<file path="config.mk">
export PLATFORM = sky130hd
export DESIGN_NAME = alu_seq
export DESIGN_NICKNAME = d
export VERILOG_FILES = /design/src/rtl/alu_seq_pkg.sv /design/src/rtl/alu_seq_mul.sv /design/src/rtl/alu_seq.sv
export SDC_FILE = /design/constraint.sdc
export NUM_CORES = 1
export LEC_CHECK = 0
export CAP_MARGIN = 20
export CORE_MARGIN = 2
export CORE_UTILIZATION = 29
export CTS_BUF_LIST = sky130_fd_sc_hd__clkbuf_16
export DETAILED_ROUTE_END_ITERATION = 16
export PLACE_DENSITY_LB_ADDON = 0.3
export SYNTH_ARGS = -nofsm -noshare
export SYNTH_HDL_FRONTEND = slang
export SYNTH_SLANG_ARGS = --single-unit
</file>
<file path="constraint.sdc">
create_clock -name clk -period 3.1 [get_ports clk]
set_input_delay 0.465 -clock clk [delete_from_list [all_inputs] [get_ports clk]]
set_output_delay 0.465 -clock clk [all_outputs]
set_load 0.01 [all_outputs]
</file>
<file path="src/rtl/alu_seq_pkg.sv">
// alu_seq_pkg: shared types and helpers for the sequential ALU.
// The opcode enum assigns codes 0000-1100; codes 1101-1111 stay unassigned.
// The package also defines the control FSM states and the registered status flag struct.
// It provides two-complement overflow helpers (add_ovf, sub_ovf) driven by operand and result sign bits.
package alu_seq_pkg;

  typedef enum logic [3:0] {
    OP_ADD = 4'b0000,
    OP_SUB = 4'b0001,
    OP_NOT = 4'b0010,
    OP_SHL = 4'b0011,
    OP_SHR = 4'b0100,
    OP_AND = 4'b0101,
    OP_OR  = 4'b0110,
    OP_INC = 4'b0111,
    OP_DEC = 4'b1000,
    OP_MUL = 4'b1001,
    OP_SRA = 4'b1010,
    OP_XOR = 4'b1011,
    OP_CMP = 4'b1100
  } alu_op_e;

  typedef enum logic [1:0] {
    IDLE = 2'b00,
    BUSY = 2'b01,
    DONE = 2'b10
  } state_e;

  typedef struct packed {
    logic zero;
    logic carry;
    logic negative;
    logic overflow;
    logic illegal;
  } alu_flags_t;

  // Addition overflows when both operands share a sign the result lacks.
  function automatic logic add_ovf(input logic a_msb, input logic b_msb, input logic r_msb);
    return (a_msb == b_msb) && (r_msb != a_msb);
  endfunction

  // Subtraction overflows when operand signs differ and the result sign flips from a.
  function automatic logic sub_ovf(input logic a_msb, input logic b_msb, input logic r_msb);
    return (a_msb != b_msb) && (r_msb != a_msb);
  endfunction

endpackage

</file>
<file path="src/rtl/alu_seq_mul.sv">
// alu_seq_mul: iterative shift-add multiplier, one multiplier bit per cycle.
// Only compiled into alu_seq when ALU_SEQ_MUL_EN is defined.
//   clk, rst_n : clock, asynchronous active-low reset
//   start      : load operands and begin (WIDTH steps)
//   src_a/src_b: multiplicand / multiplier
//   done       : high during the final step; product is valid in that cycle
//   product    : full 2*WIDTH-bit product after the current step
module alu_seq_mul #(
  parameter int WIDTH = 16
) (
  input  logic               clk,
  input  logic               rst_n,
  input  logic               start,
  input  logic [WIDTH-1:0]   src_a,
  input  logic [WIDTH-1:0]   src_b,
  output logic               done,
  output logic [2*WIDTH-1:0] product
);

  localparam int CW = $clog2(WIDTH + 1);

  logic [2*WIDTH-1:0] acc_q, acc_d;
  logic [2*WIDTH-1:0] mcand_q, mcand_d;
  logic [WIDTH-1:0]   mplier_q, mplier_d;
  logic [CW-1:0]      count_q, count_d;
  logic               busy_q, busy_d;

  // Next-state for the shift-add datapath.
  always_comb begin
    acc_d    = acc_q;
    mcand_d  = mcand_q;
    mplier_d = mplier_q;
    count_d  = count_q;
    busy_d   = busy_q;
    if (start) begin
      acc_d    = '0;
      mcand_d  = {{WIDTH{1'b0}}, src_a};
      mplier_d = src_b;
      count_d  = CW'(WIDTH);
      busy_d   = 1'b1;
    end else if (busy_q) begin
      if (mplier_q[0]) begin
        acc_d = acc_q + mcand_q;
      end else begin
        acc_d = acc_q;
      end
      mcand_d  = {mcand_q[2*WIDTH-2:0], 1'b0};
      mplier_d = {1'b0, mplier_q[WIDTH-1:1]};
      count_d  = count_q - CW'(1);
      busy_d   = (count_q != CW'(1));
    end else begin
      busy_d = 1'b0;
    end
  end

  // The last step's sum is handed out combinationally so the top can load it
  // on the same edge the multiplier retires.
  assign done    = busy_q && (count_q == CW'(1));
  assign product = acc_d;

  // Multiplier state registers.
  always_ff @(posedge clk or negedge rst_n) begin
    if (!rst_n) begin
      acc_q    <= '0;
      mcand_q  <= '0;
      mplier_q <= '0;
      count_q  <= '0;
      busy_q   <= 1'b0;
    end else begin
      acc_q    <= acc_d;
      mcand_q  <= mcand_d;
      mplier_q <= mplier_d;
      count_q  <= count_d;
      busy_q   <= busy_d;
    end
  end

endmodule

</file>
<file path="src/rtl/alu_seq.sv">
// alu_seq: registered ALU with valid/ready handshakes and status flags.
// One operation in flight; single-cycle ops have latency 1, MUL latency WIDTH+1.
// Optional feature macro: ALU_SEQ_MUL_EN (iterative multiply for opcode 1001;
// when undefined, 1001 is reported as illegal).
//   clk, rst_n           : clock, asynchronous active-low reset
//   in_valid / in_ready  : operation handshake (in_ready only in IDLE)
//   src_1, src_2         : operands
//   alu_control          : opcode (see alu_seq_pkg::alu_op_e)
//   out_valid / out_ready: result handshake
//   result               : registered result
//   zero, carry, negative, overflow, illegal : registered flags
module alu_seq #(
  parameter int WIDTH = 16
) (
  input  logic             clk,
  input  logic             rst_n,
  input  logic             in_valid,
  output logic             in_ready,
  input  logic [WIDTH-1:0] src_1,
  input  logic [WIDTH-1:0] src_2,
  input  logic [3:0]       alu_control,
  output logic             out_valid,
  input  logic             out_ready,
  output logic [WIDTH-1:0] result,
  output logic             zero,
  output logic             carry,
  output logic             negative,
  output logic             overflow,
  output logic             illegal
);
  import alu_seq_pkg::*;

  localparam int SHW = $clog2(WIDTH);
  localparam logic [WIDTH-1:0] WIDTH_V = WIDTH'(WIDTH);
  localparam logic [WIDTH-1:0] ONE_V   = WIDTH'(1);

  state_e           state_q, state_d;
  logic [WIDTH-1:0] result_q, result_d;
  alu_flags_t       flags_q, flags_d;
  logic             in_ready_q, in_ready_d;
  logic             out_valid_q, out_valid_d;

  alu_op_e          op_s;
  logic             accept_s;
  logic [WIDTH:0]   add_s, sub_s, inc_s, dec_s;
  logic             in_range_s;
  logic [SHW-1:0]   amt_s;
  logic [WIDTH-1:0] alu_res_s;
  alu_flags_t       alu_flags_s;
  logic             carry_v, ovf_v, cmp_v, ill_v;

  assign op_s     = alu_op_e'(alu_control);
  assign accept_s = in_valid && in_ready_q;

  // Extra top bit captures carry-out (add) or borrow (subtract).
  assign add_s = {1'b0, src_1} + {1'b0, src_2};
  assign sub_s = {1'b0, src_1} - {1'b0, src_2};
  assign inc_s = {1'b0, src_1} + {1'b0, ONE_V};
  assign dec_s = {1'b0, src_1} - {1'b0, ONE_V};

  // The whole src_2 decides range, so large amounts with zero low bits still flush.
  assign in_range_s = (src_2 < WIDTH_V);
  assign amt_s      = src_2[SHW-1:0];

  // Single-cycle result and flag computation.
  always_comb begin
    alu_res_s   = '0;
    alu_flags_s = '0;
    carry_v     = 1'b0;
    ovf_v       = 1'b0;
    cmp_v       = 1'b0;
    ill_v       = 1'b0;
    case (op_s)
      OP_ADD: begin
        alu_res_s = add_s[WIDTH-1:0];
        carry_v   = add_s[WIDTH];
        ovf_v     = add_ovf(src_1[WIDTH-1], src_2[WIDTH-1], add_s[WIDTH-1]);
      end
      OP_SUB: begin
        alu_res_s = sub_s[WIDTH-1:0];
        carry_v   = sub_s[WIDTH];
        ovf_v     = sub_ovf(src_1[WIDTH-1], src_2[WIDTH-1], sub_s[WIDTH-1]);
      end
      OP_NOT: alu_res_s = ~src_1;
      OP_SHL: begin
        if (in_range_s) begin
          alu_res_s = src_1 << amt_s;
        end else begin
          alu_res_s = '0;
        end
      end
      OP_SHR: begin
        if (in_range_s) begin
          alu_res_s = src_1 >> amt_s;
        end else begin
          alu_res_s = '0;
        end
      end
      OP_AND: alu_res_s = src_1 & src_2;
      OP_OR:  alu_res_s = src_1 | src_2;
      OP_INC: begin
        alu_res_s = inc_s[WIDTH-1:0];
        carry_v   = inc_s[WIDTH];
        ovf_v     = add_ovf(src_1[WIDTH-1], 1'b0, inc_s[WIDTH-1]);
      end
      OP_DEC: begin
        alu_res_s = dec_s[WIDTH-1:0];
        carry_v   = dec_s[WIDTH];
        ovf_v     = sub_ovf(src_1[WIDTH-1], 1'b0, dec_s[WIDTH-1]);
      end
      OP_SRA: begin
        if (in_range_s) begin
          alu_res_s = $unsigned($signed(src_1) >>> amt_s);
        end else begin
          alu_res_s = {WIDTH{src_1[WIDTH-1]}};
        end
      end
      OP_XOR: alu_res_s = src_1 ^ src_2;
      OP_CMP: begin
        alu_res_s = '0;
        carry_v   = sub_s[WIDTH];
        ovf_v     = sub_ovf(src_1[WIDTH-1], src_2[WIDTH-1], sub_s[WIDTH-1]);
        cmp_v     = 1'b1;
      end
      // MUL is routed through the multiplier by the FSM; here it is illegal.
      default: ill_v = 1'b1;
    endcase

    if (ill_v) begin
      alu_res_s           = '0;
      alu_flags_s.illegal = 1'b1;
    end else begin
      alu_flags_s.carry    = carry_v;
      alu_flags_s.overflow = ovf_v;
      alu_flags_s.negative = alu_res_s[WIDTH-1];
      if (cmp_v) begin
        alu_flags_s.zero = (src_1 == src_2);
      end else begin
        alu_flags_s.zero = (alu_res_s == '0);
      end
    end
  end

`ifdef ALU_SEQ_MUL_EN
  logic               mul_start_s;
  logic               mul_done_s;
  logic [2*WIDTH-1:0] mul_prod_s;

  assign mul_start_s = accept_s && (op_s == OP_MUL);

  alu_seq_mul #(.WIDTH(WIDTH)) u_mul (
    .clk     (clk),
    .rst_n   (rst_n),
    .start   (mul_start_s),
    .src_a   (src_1),
    .src_b   (src_2),
    .done    (mul_done_s),
    .product (mul_prod_s)
  );
`endif

  // Control FSM next-state and output register loads.
  always_comb begin
    state_d  = state_q;
    result_d = result_q;
    flags_d  = flags_q;
    case (state_q)
      IDLE: begin
        if (accept_s) begin
`ifdef ALU_SEQ_MUL_EN
          if (op_s == OP_MUL) begin
            state_d = BUSY;
          end else begin
            state_d  = DONE;
            result_d = alu_res_s;
            flags_d  = alu_flags_s;
          end
`else
          state_d  = DONE;
          result_d = alu_res_s;
          flags_d  = alu_flags_s;
`endif
        end else begin
          state_d = IDLE;
        end
      end
      BUSY: begin
`ifdef ALU_SEQ_MUL_EN
        if (mul_done_s) begin
          state_d          = DONE;
          result_d         = mul_prod_s[WIDTH-1:0];
          flags_d          = '0;
          flags_d.zero     = (mul_prod_s[WIDTH-1:0] == '0);
          flags_d.carry    = |mul_prod_s[2*WIDTH-1:WIDTH];
          flags_d.negative = mul_prod_s[WIDTH-1];
        end else begin
          state_d = BUSY;
        end
`else
        state_d = IDLE;
`endif
      end
      DONE: begin
        if (out_ready) begin
          state_d = IDLE;
        end else begin
          state_d = DONE;
        end
      end
      default: state_d = IDLE;
    endcase
    in_ready_d  = (state_d == IDLE);
    out_valid_d = (state_d == DONE);
  end

  // State, result and flag registers.
  always_ff @(posedge clk or negedge rst_n) begin
    if (!rst_n) begin
      state_q     <= IDLE;
      result_q    <= '0;
      flags_q     <= '0;
      in_ready_q  <= 1'b1;
      out_valid_q <= 1'b0;
    end else begin
      state_q     <= state_d;
      result_q    <= result_d;
      flags_q     <= flags_d;
      in_ready_q  <= in_ready_d;
      out_valid_q <= out_valid_d;
    end
  end

  assign in_ready  = in_ready_q;
  assign out_valid = out_valid_q;
  assign result    = result_q;
  assign zero      = flags_q.zero;
  assign carry     = flags_q.carry;
  assign negative  = flags_q.negative;
  assign overflow  = flags_q.overflow;
  assign illegal   = flags_q.illegal;

endmodule

</file>
==> impl_results.md <==
* Top post-synthesis cells by count: clkbuf_1 (68), nor2_1 (62), nand2_1 (58)
* Worst Hold Class: register to register
* Most frequent CP cell: or4_4
* Worst path arrival time at 3.89 ns
* Max-Cap Viols at 0
* Placed inst area at 0.009669 mm^2
* Startpoint Class: input pin
* Syn Inst Count at around 900
* Routed length per instance at around 22 um
* Global route overflow at 0
* First-pass GRT wire length at around 49000 um
* Logic pwr share at 0.737
* Clock share of power at 0.093
* Min-Delay Path Depth at 1
* RSZ-0062 raised after global routing: yes
* Asr flop ratio synth at 1.000
* IO buf count at 62
* Seq/Total Area, Yosys at 0.08563
* Area share of the largest cell type after synthesis at 0.1087
* DP Wirelength at 25820 um
* Synth area leaders: ha_1 (11%), dfrtp_1 (8.2%), mux4_2 (5.9%), mux2i_1 (4.7%), a21oi_1 (4.1%)
* P_sw at about 1.2 mW
* Vert. Die Dim at 153.1 um
* Reg area at approximately 550 um^2
* Pins Over Slew Limit at 0
* Synth area leader: ha_1
* Nets at approximately 1300
* Met1 Usage GRT at 0.3573
* Final hold vios at 0
* Top delay family on crit path: simple AND/OR/NAND/NOR gates
* Synth Net Count at ~1000
* DRC violations left at 0
* Final min period at 3.706 ns
* Starting Density at 0.2953
* CTS buffer count at 3
* CP Capture Type: register
* Worst reg2reg setup slack at approximately 0.42 ns
* Initial antenna violation count at 0
* Tcrit/Tclk final at 1.195
* Delay of the slowest cell on the worst path at 0.58 ns
* CP bufs+invs at 1
* Synth Cell Area at ~0.0064 mm^2
* Status: finished with violations
* Largest net degree at the start of global routing at 38
* Pwr dens at ~260 mW/mm^2
* Post-CTS Hold Buffers at 0
* Synthesized area per cell at 7.306 um^2
* Setup TNS at -0.8118 ns
* Failing checks: negative setup slack
* Via/cell ratio at slightly below 6
* GR met3 Demand/Resource at 0.03147
* Worst hold path endpoint: result[1]
* Main synth FF type: dfrtp_1
* Worst reg2reg startpoint: in_ready
* Number of global-route vias before repair at 8339
* Worst-Margin Slew at roughly 0.93 ns
* CP Data Required Time at roughly 3.3 ns
* Critical path class: input pin to register
* DRT antenna net count at 0
* GRT busiest layer: met2
* Pre-CTS WS at -1.363 ns
* Final setup margin at -0.6057 ns
* Synth Warn # at 0
* Total Die Area at 0.02343 mm^2
* Skew-Pair Late Insertion Delay at around 0.25 ns
* I/O pins at between 60 and 70
* Initial DRC count at 956
* Number of flops mapped to enable cells by yosys at 0
* Layout cell share with drive strength beyond 1 at 0.4579
* Critical Path Slowest Stage Cell: or4_4
* Crit path cell chain: clkbuf_2 -> or4_4 -> or3_4 -> a31oi_4 -> o211ai_1 -> or3_4 -> or4_4 -> or4_4 -> or4_4 -> o21ai_2
* Area of the multi-input gates at 0.006166 mm^2
* ANT cells at 0
* Int Power at roughly 1.7 mW
* Synth Register Bits at 22
* Max VDD drop at ~0.00015 V
* Switching share of power at 0.4110
* Design Power at between 2 and 3 mW
* Clock Path Buffers at 2
* FF-to-FF End: zero
* Die W at 153.1 um
* Worst-path fanout max at 4
* Slew margin rel. at 0.3769
* CTS tree: done
* Synth cell types at 78
* Core Area at 0.02182 mm^2
* Most frequent cell after synthesis: clkbuf_1
* Hold_sp: result[1]
* Total GRT Usage at 0.2626
* Global placement routability congestion at between 1 and 1.5
* DR vias at roughly 8900
* Drt total wl at approximately 33000 um
* Std-Cell Rows at 54
* Clk slew on worst S/H paths at about 0.06 ns
* Leakage power at 4.819 nW
* Register share of total power at 0.170
* Skew final at ~0.0035 ns
* Fmax at about 270 MHz
* H-tree Lvls at 1
* Clock Sinks at 22
* Fillers at 2078
* CTS root buffer: clkbuf_16
* Final Cell Area at 0.01098 mm^2
* Area Overhead vs Synth at 70.45%
* Initial DRT Pass Iterations at 6
* Worst-case reg-to-reg path depth at 6
* GR met2 Demand/Resource at 0.4264
* Final setup violation count at 3
-- sequential cells by signal (all words and copies together), names as in the netlist --
signal	flops
result	16
carry	1
illegal	1
out_valid	1
in_ready	1
zero	1
overflow	1
-- timing repair --
item                                    4_1_cts  5_1_grt
resized for setup                           125      147
pin swaps                                    38       48
setup buffers                                19       32
cloned                                        0        4
endpoints found under the setup margin       14       13
-- layer usage --
layer / share of wire / vias to the layer above
met5: 0 / -
met4: 0.046 / 0
met3: 0.072 / 92
met2: 0.46 / 452
met1: 0.43 / 4267
li1: - / 4096
-- power by group through the flow --
stage               Clock, mW  Sequential, mW  Combinational (mW)
global placement            0           0.477                1.79
floorplan                   0           0.532               0.791
detailed placement          0           0.483                1.80
finish                  0.262           0.476                2.07
CTS                     0.267           0.478                1.91
global route            0.277           0.493                2.19
-- cells in the final DEF, fill, tap and decap left out, types with 12 or more instances in the layout --
cell type        count
o21ai_1             12
clkbuf_2            14
nand2b_1            15
mux2_2              15
mux4_2              17
nor4_1              13
inv_2               13
ha_1                36
nand4_1             18
buf_6               26
a22o_1              14
xnor2_1             20
ha_4                15
nor3_1              30
buf_4              339
o21ai_0             31
clkdlybuf4s50_1     28
mux2i_1             28
a31oi_1             12
inv_1               32
nand2_1             58
dfrtp_1             21
nor2_1              59
nand3_1             18
a21oi_1             50
-- through the flow --
stage                       util  cells  hold slack [ns]
final                     0.5033   1516           0.4809
after global routing      0.5033   1516           0.4934
after CTS                 0.4719   1481           0.4820
after detailed placement  0.4431   1461           0.4700
after global placement    0.4431   1461           0.4636
after floorplan                -    882           0.1694
-- worst max path at each step --
stage                          from  endpoint  slack [ns]  depth (start not counted)
after floorplan            src_1[0]      zero       -0.63                         14
after global placement     src_2[5]      zero       -1.33                         15
after detailed placement   src_1[0]      zero       -1.36                         15
after CTS                  src_1[0]      zero       -0.79                         15
after global routing       src_2[1]      zero       -0.83                         14
final                     src_2[10]      zero       -0.61                         10
-- layout make-up --
type                            instances  area share
Clock buffer                            3    0.006835
Clock inverter                          1   0.0003418
Inverter                               52     0.02016
Multi-Input combinational cell        720      0.5614
Sequential cell                        22     0.05024
Tap cell                              280     0.03190
Timing Repair Buffer                  438      0.3291
-- logic make-up after synthesis --
group | synth area share
xor gates and xnor gates | 0.02990
adders and majority gates | 0.1150
buffers and inverters | 0.08427
and+or+nand+nor | 0.2540
DFF | 0.08563
muxes | 0.1322
AOI/OAI and AO/OA | 0.2990
Note: power is estimated with default switching activity, not from simulation.
==> RTL edit 1 (same settings) <==
Reset style: synchronous (`rst_n`), changed in one clocked block. Comments in the files are not updated.
--- a/src/rtl/alu_seq.sv
+++ b/src/rtl/alu_seq.sv
@@ -214,7 +214,7 @@
   end
 
   // State, result and flag registers.
-  always_ff @(posedge clk or negedge rst_n) begin
+  always_ff @(posedge clk) begin
     if (!rst_n) begin
       state_q     <= IDLE;
       result_q    <= '0;
Function: differs if rst_n is asserted again (counterexample within 4 cycles, from zero or initial values and one cycle with rst_n low); with rst_n held inactive, the same outputs for 10 cycles.
==> RTL edit 1 against the original RTL <==
- the flow still finishes with violations (setup timing)
- utilization is 2.0 points lower
- sequential cell count stayed put
- first-iteration DRC count is 7.4% lower
- via count is 1.1% lower
- combinational power is 24% lower
- global-route usage is 0.88 points higher
- power is 20% lower
- wire length is 1.3% higher
- clock power is 37% higher
- setup slack better by 0.42 ns
- count of clock-buffer cells in the layout stayed put
- sequential share of layout area is 0.84 points lower
- area after synthesis is 0.43% lower
- design area is 4.2% lower
- critical path type unchanged
- largest cell class unchanged
==> RTL edit 1: results (changes against the original RTL) <==
CTS
  • Resized cells post-CTS: 87 (was 125)
  • Post-CTS Setup Repair Bufs: 5 (was 19)

Yosys
  • Multiplexer area fraction after synthesis: 12.0% (was 13.2%)
  • Cell variety after synth: 97 (was 78)
  • Cells taking the most area after synthesis: ha_1, mux4_2, dfxtp_1, nor2_1, nand2_1 (was ha_1, dfrtp_1, mux4_2, mux2i_1, a21oi_1)
  • Net count after synthesis: 972 (was 980)
  • Post-synthesis compound-gate area fraction: 31.9% (was 29.9%)
  • Syn avg cell area: 7.34 um^2 (was 7.31 um^2)
  • Async S/R FF share, synth: 0% (was 100%)
  • Post-synthesis sequential area ratio: 6.86% (was 8.56%)

Place
  • Cell total after placement: 1,468 (was 1,461)
  • Gpl congestion: 0.995 (was 1.01)
  • Pre-CTS setup slack: -0.829 ns (was -1.36 ns)

Worst hold path
  • Hold Path Stages: 2 (was 1)
  • WHS Endpoint: overflow$_SDFFE_PN0P_ (was result[1]$_DFFE_PN0P_)

Power and ir drop
  • Worst VDD drop: 0.196 mV (was 0.152 mV)
  • Leakage dissipation: 4.57 nW (was 4.82 nW)

Global routing
  • First-pass GRT wire length: 49.9 mm (was 48.7 mm)
  • Grt met3 use: 2.62% (was 3.15%)
  • Largest net degree at the start of global routing: 29 (was 38)
  • GRT Overall Usage: 27.1% (was 26.3%)
  • Met1 GRT Util: 37.2% (was 35.7%)
  • Met2 usage: 44.8% (was 42.6%)

Finish
  • Layout cell share with drive strength beyond 1: 43.6% (was 45.8%)
  • # fillers: 2,199 (was 2,078)
  • Clock-cell share: 0.999% (was 0.718%)
  • Inverters: 54 (was 52)

Status
  • Failing checks: setup timing (unchanged)
  • Status: finished, violations left (unchanged)

Worst setup path
  • R2r endpoint: zero$_SDFFE_PN0P_ (was zero$_DFFE_PN0P_)
  • CP max stage delay: 0.54 ns (was 0.58 ns)
  • R2R Path Start: out_valid$_SDFF_PN0_ (was in_ready$_DFF_PN1_)
  • Worst Setup EP: result[15]$_SDFFE_PN0P_ (was zero$_DFFE_PN0P_)
  • CP startpoint: src_1[9] (was src_2[10])
  • Worst EP arrival: 3.43 ns (was 3.89 ns)
  • Crit-path max FO: 2 (was 4)
  • Worst Reg-to-Reg Cells: 9 (was 6)

Timing
  • Final setup violation count: 2 (was 3)
  • Final setup margin: -0.189 ns (was -0.606 ns)
  • Worst Clk Skew: 0.00378 ns (was 0.00349 ns)

Routing
  • DR pass1 iterations: 5 (was 6)
  • Met2 wire length: 15.4 mm (was 15.0 mm)
  • M1 wire length: 14.3 mm (was 14.1 mm)
  • Vias: 8,810 (was 8,907)
  • Routed wire length: 33.4 mm (was 33.0 mm)
## RTL edit 1: cell count changes in the layout (fill, tap and decap cells not counted), moves of 13 or more
cell	change
dfxtp_1	+22
a22oi_1	+14
dfrtp_1	-21
dlymetal6s2s_1	+13
## RTL edit 1: power by group
group	switching, mW	total, mW	leakage (nW)	internal [mW]
sequential	0.0101	0.311	0.179	0.301
combinational	0.810	1.58	4.33	0.767
clock	0.102	0.358	0.0511	0.256
total	0.922	2.25	4.57	1.32
## RTL edit 1: worst max-delay path, delay by kind of cell
family	cells	cell delay [ns]
AOI/OAI and AO/OA	4	0.72
adders and majority gates	1	0.24
buffers and inverters	1	0.09
and+or+nand+nor	7	1.91
## RTL edit 1: logic make-up after synthesis
logic type,Yosys count
AND/OR/NAND/NOR,306
AO/OA/AOI/OAI,284
buffers and inverters,136
adder cells (fa/ha/maj),58
multiplexers,50
flip-flops,22
XOR/XNOR,18
==> RTL edit 2 (config.mk and constraints unchanged) <==
Made on the original files. Build with the macro `ALU_SEQ_MUL_EN` defined.
--- a/src/rtl/alu_seq.sv
+++ b/src/rtl/alu_seq.sv
@@ -9,6 +9,8 @@
 //   out_valid / out_ready: result handshake
 //   result               : registered result
 //   zero, carry, negative, overflow, illegal : registered flags
+`define ALU_SEQ_MUL_EN
+
 module alu_seq #(
   parameter int WIDTH = 16
 ) (
Check against the original RTL: not equivalent (a bounded check fails within 4 cycles, from zero or initial values and one cycle with rst_n low).
==> RTL edit 2 against the original RTL <==
- the flow still finishes with violations (setup timing)
- synthesized cell count up 80%
- wire length up 86%
- sequential cell count up 88
- setup slack better by 0.21 ns
- design area up 72%
- combinational power rose to 3.4 times the old value
- register-to-register slack worse by 0.63 ns
- area after synthesis up 92%
- global-route usage up 1.1 points
- sequential share of layout area up 9.6 points
- power rose to 3.9 times the old value
- highest routed layer is now met5
==> RTL edit 2: results (changes against the original RTL) <==
Place
  • DP HPWL: 48.9 mm (was 25.8 mm)
  • Gpl congestion: 1.00 (was 1.01)

CTS
  • H-tree depth: 3 (was 1)
  • Reg clk slew, reported paths: 0.09 ns (was 0.06 ns)
  • Num CTS Buffers: 9 (was 3)

Routing
  • 1st-iter DRT viols: 1,350 (was 956)
  • Routed wire length: 61.1 mm (was 33.0 mm)
  • DR pass1 iterations: 5 (was 6)
  • Vias: 14,800 (was 8,907)

Global routing
  • Antenna violations before repair: 2 (was 0)
  • Largest net degree at the start of global routing: 44 (was 38)
  • GRT Overall Usage: 27.3% (was 26.3%)
  • First-pass GRT wire length: 90.6 mm (was 48.7 mm)

Yosys
  • Cell variety after synth: 95 (was 78)
  • Net count after synthesis: 1,716 (was 980)
  • Post-synthesis sequential area ratio: 22.3% (was 8.56%)
  • Cells taking the most area after synthesis: dfrtp_1, ha_1, mux2i_1, nand2_1, o21ai_0 (was ha_1, dfrtp_1, mux4_2, mux2i_1, a21oi_1)
  • Most instantiated cells after synthesis: nand2_1, nor2_1, o21ai_0 (was clkbuf_1, nor2_1, nand2_1)

Status
  • Status: finished, violations left (unchanged)
  • Failing checks: setup timing (unchanged)

Worst setup path
  • R2R Path Start: u_mul.mcand_q[0]$_DFFE_PN0P_ (was in_ready$_DFF_PN1_)
  • Crit-path max FO: 3 (was 4)
  • Worst EP arrival: 3.81 ns (was 3.89 ns)
  • CP startpoint: src_2[1] (was src_2[10])

Timing
  • Final setup margin: -0.394 ns (was -0.606 ns)
  • Final setup violation count: 3 (unchanged)
  • Worst Clk Skew: 0.0127 ns (was 0.00349 ns)

Finish
  • Final nets: 2,226 (was 1,335)
  • ANT cells: 0 (unchanged)
  • # fillers: 4,228 (was 2,078)

Worst hold path
  • HP Class: in2async (was reg2reg)

Power and ir drop
  • Leakage dissipation: 8.52 nW (was 4.82 nW)
==> RTL edit 2: critical path, stage by stage <==
cell and delay [ns]:
buf_8 0.08, clkinvlp_4 0.17, buf_6 0.17, mux2_4 0.30, a22o_1 0.24, mux4_2 0.52
a2111o_1 0.44, or3_4 0.40, nor4_4 0.21, nand4_1 0.15, or4b_1 0.53, o21ai_1 0.13
==> RTL edit 2: final timing paths <==
kind | to | cells past startpoint | slack, ns
max reg2reg | zero$_DFFE_PN0P_ | 13 | -0.21
min reg2reg | result[1]$_DFFE_PN0P_ | 1 | 0.51
min in group clk | u_mul.mplier_q[12]$_DFFE_PN0P_ | 4 | 0.43
max in group asynchronous | u_mul.mplier_q[2]$_DFFE_PN0P_ | 2 | 2.17
max | zero$_DFFE_PN0P_ | 12 | -0.39
min | u_mul.acc_q[27]$_DFF_PN0_ | 1 | 0.07
==> RTL edit 2: metal layers <==
| metal | global-route usage, % | share of wire [%] |
|---|---|---|
| met1 | 35.6 | 43 |
| met2 | 44.7 | 46 |
| met3 | 4.84 | 6.4 |
| met4 | 11.3 | 4.1 |
| met5 | 0 | 0.021 |
==> RTL edit 2: cell type report <==
cell class	count	area (um^2)	share of cell area (%)
clock buffer	9	225	1.19
clock inverter	7	75.1	0.398
inverter	70	282	1.49
multi-input combinational	1281	9760	51.7
sequential	110	2760	14.6
tap	539	674	3.57
timing repair buffer	622	5120	27.1
==> RTL edit 2: what timing repair did <==
action	in CTS	in global routing
gates resized for setup	234	138
buffers inserted	38	16
pin swaps	60	63
setup endpoints to repair	18	13
cloned	2	0
==> RTL edit 2: logic make-up (layout without fill, tap and decap cells) <==
logic type	count (synthesis)	after routing	synth area share, %
DFF	110	110	22.3
adders and majority gates	92	92	9.50
buffers and inverters	193	708	6.87
and+or+nand+nor	563	563	22.2
AOI/OAI and AO/OA	479	479	25.0
muxes	113	113	11.8
xor gates and xnor gates	34	34	2.41
==> RTL edit 2: report_power, final <==
group	internal (mW)	switching [mW]
combinational	3.43	3.67
clock	0.573	0.660
sequential	2.02	0.455
==> RTL edit 2: through the flow <==
| stage | TNS, ns | hold WS (ns) | setup slack (ns) | std cells | area [um^2] |
|---|---|---|---|---|---|
| 2_1_floorplan | -0.512 | 0.169 | -0.512 | 1584 | 12400 |
| 3_3_place_gp | -14.58 | 0.475 | -1.32 | 2568 | 17000 |
| 3_5_place_dp | -15.58 | 0.491 | -1.38 | 2568 | 17000 |
| 4_1_cts | -0.805 | 0.0878 | -0.437 | 2623 | 18300 |
| 5_1_grt | -0.887 | 0.104 | -0.446 | 2638 | 18900 |
| 6_report | -0.505 | 0.0739 | -0.394 | 2638 | 18900 |
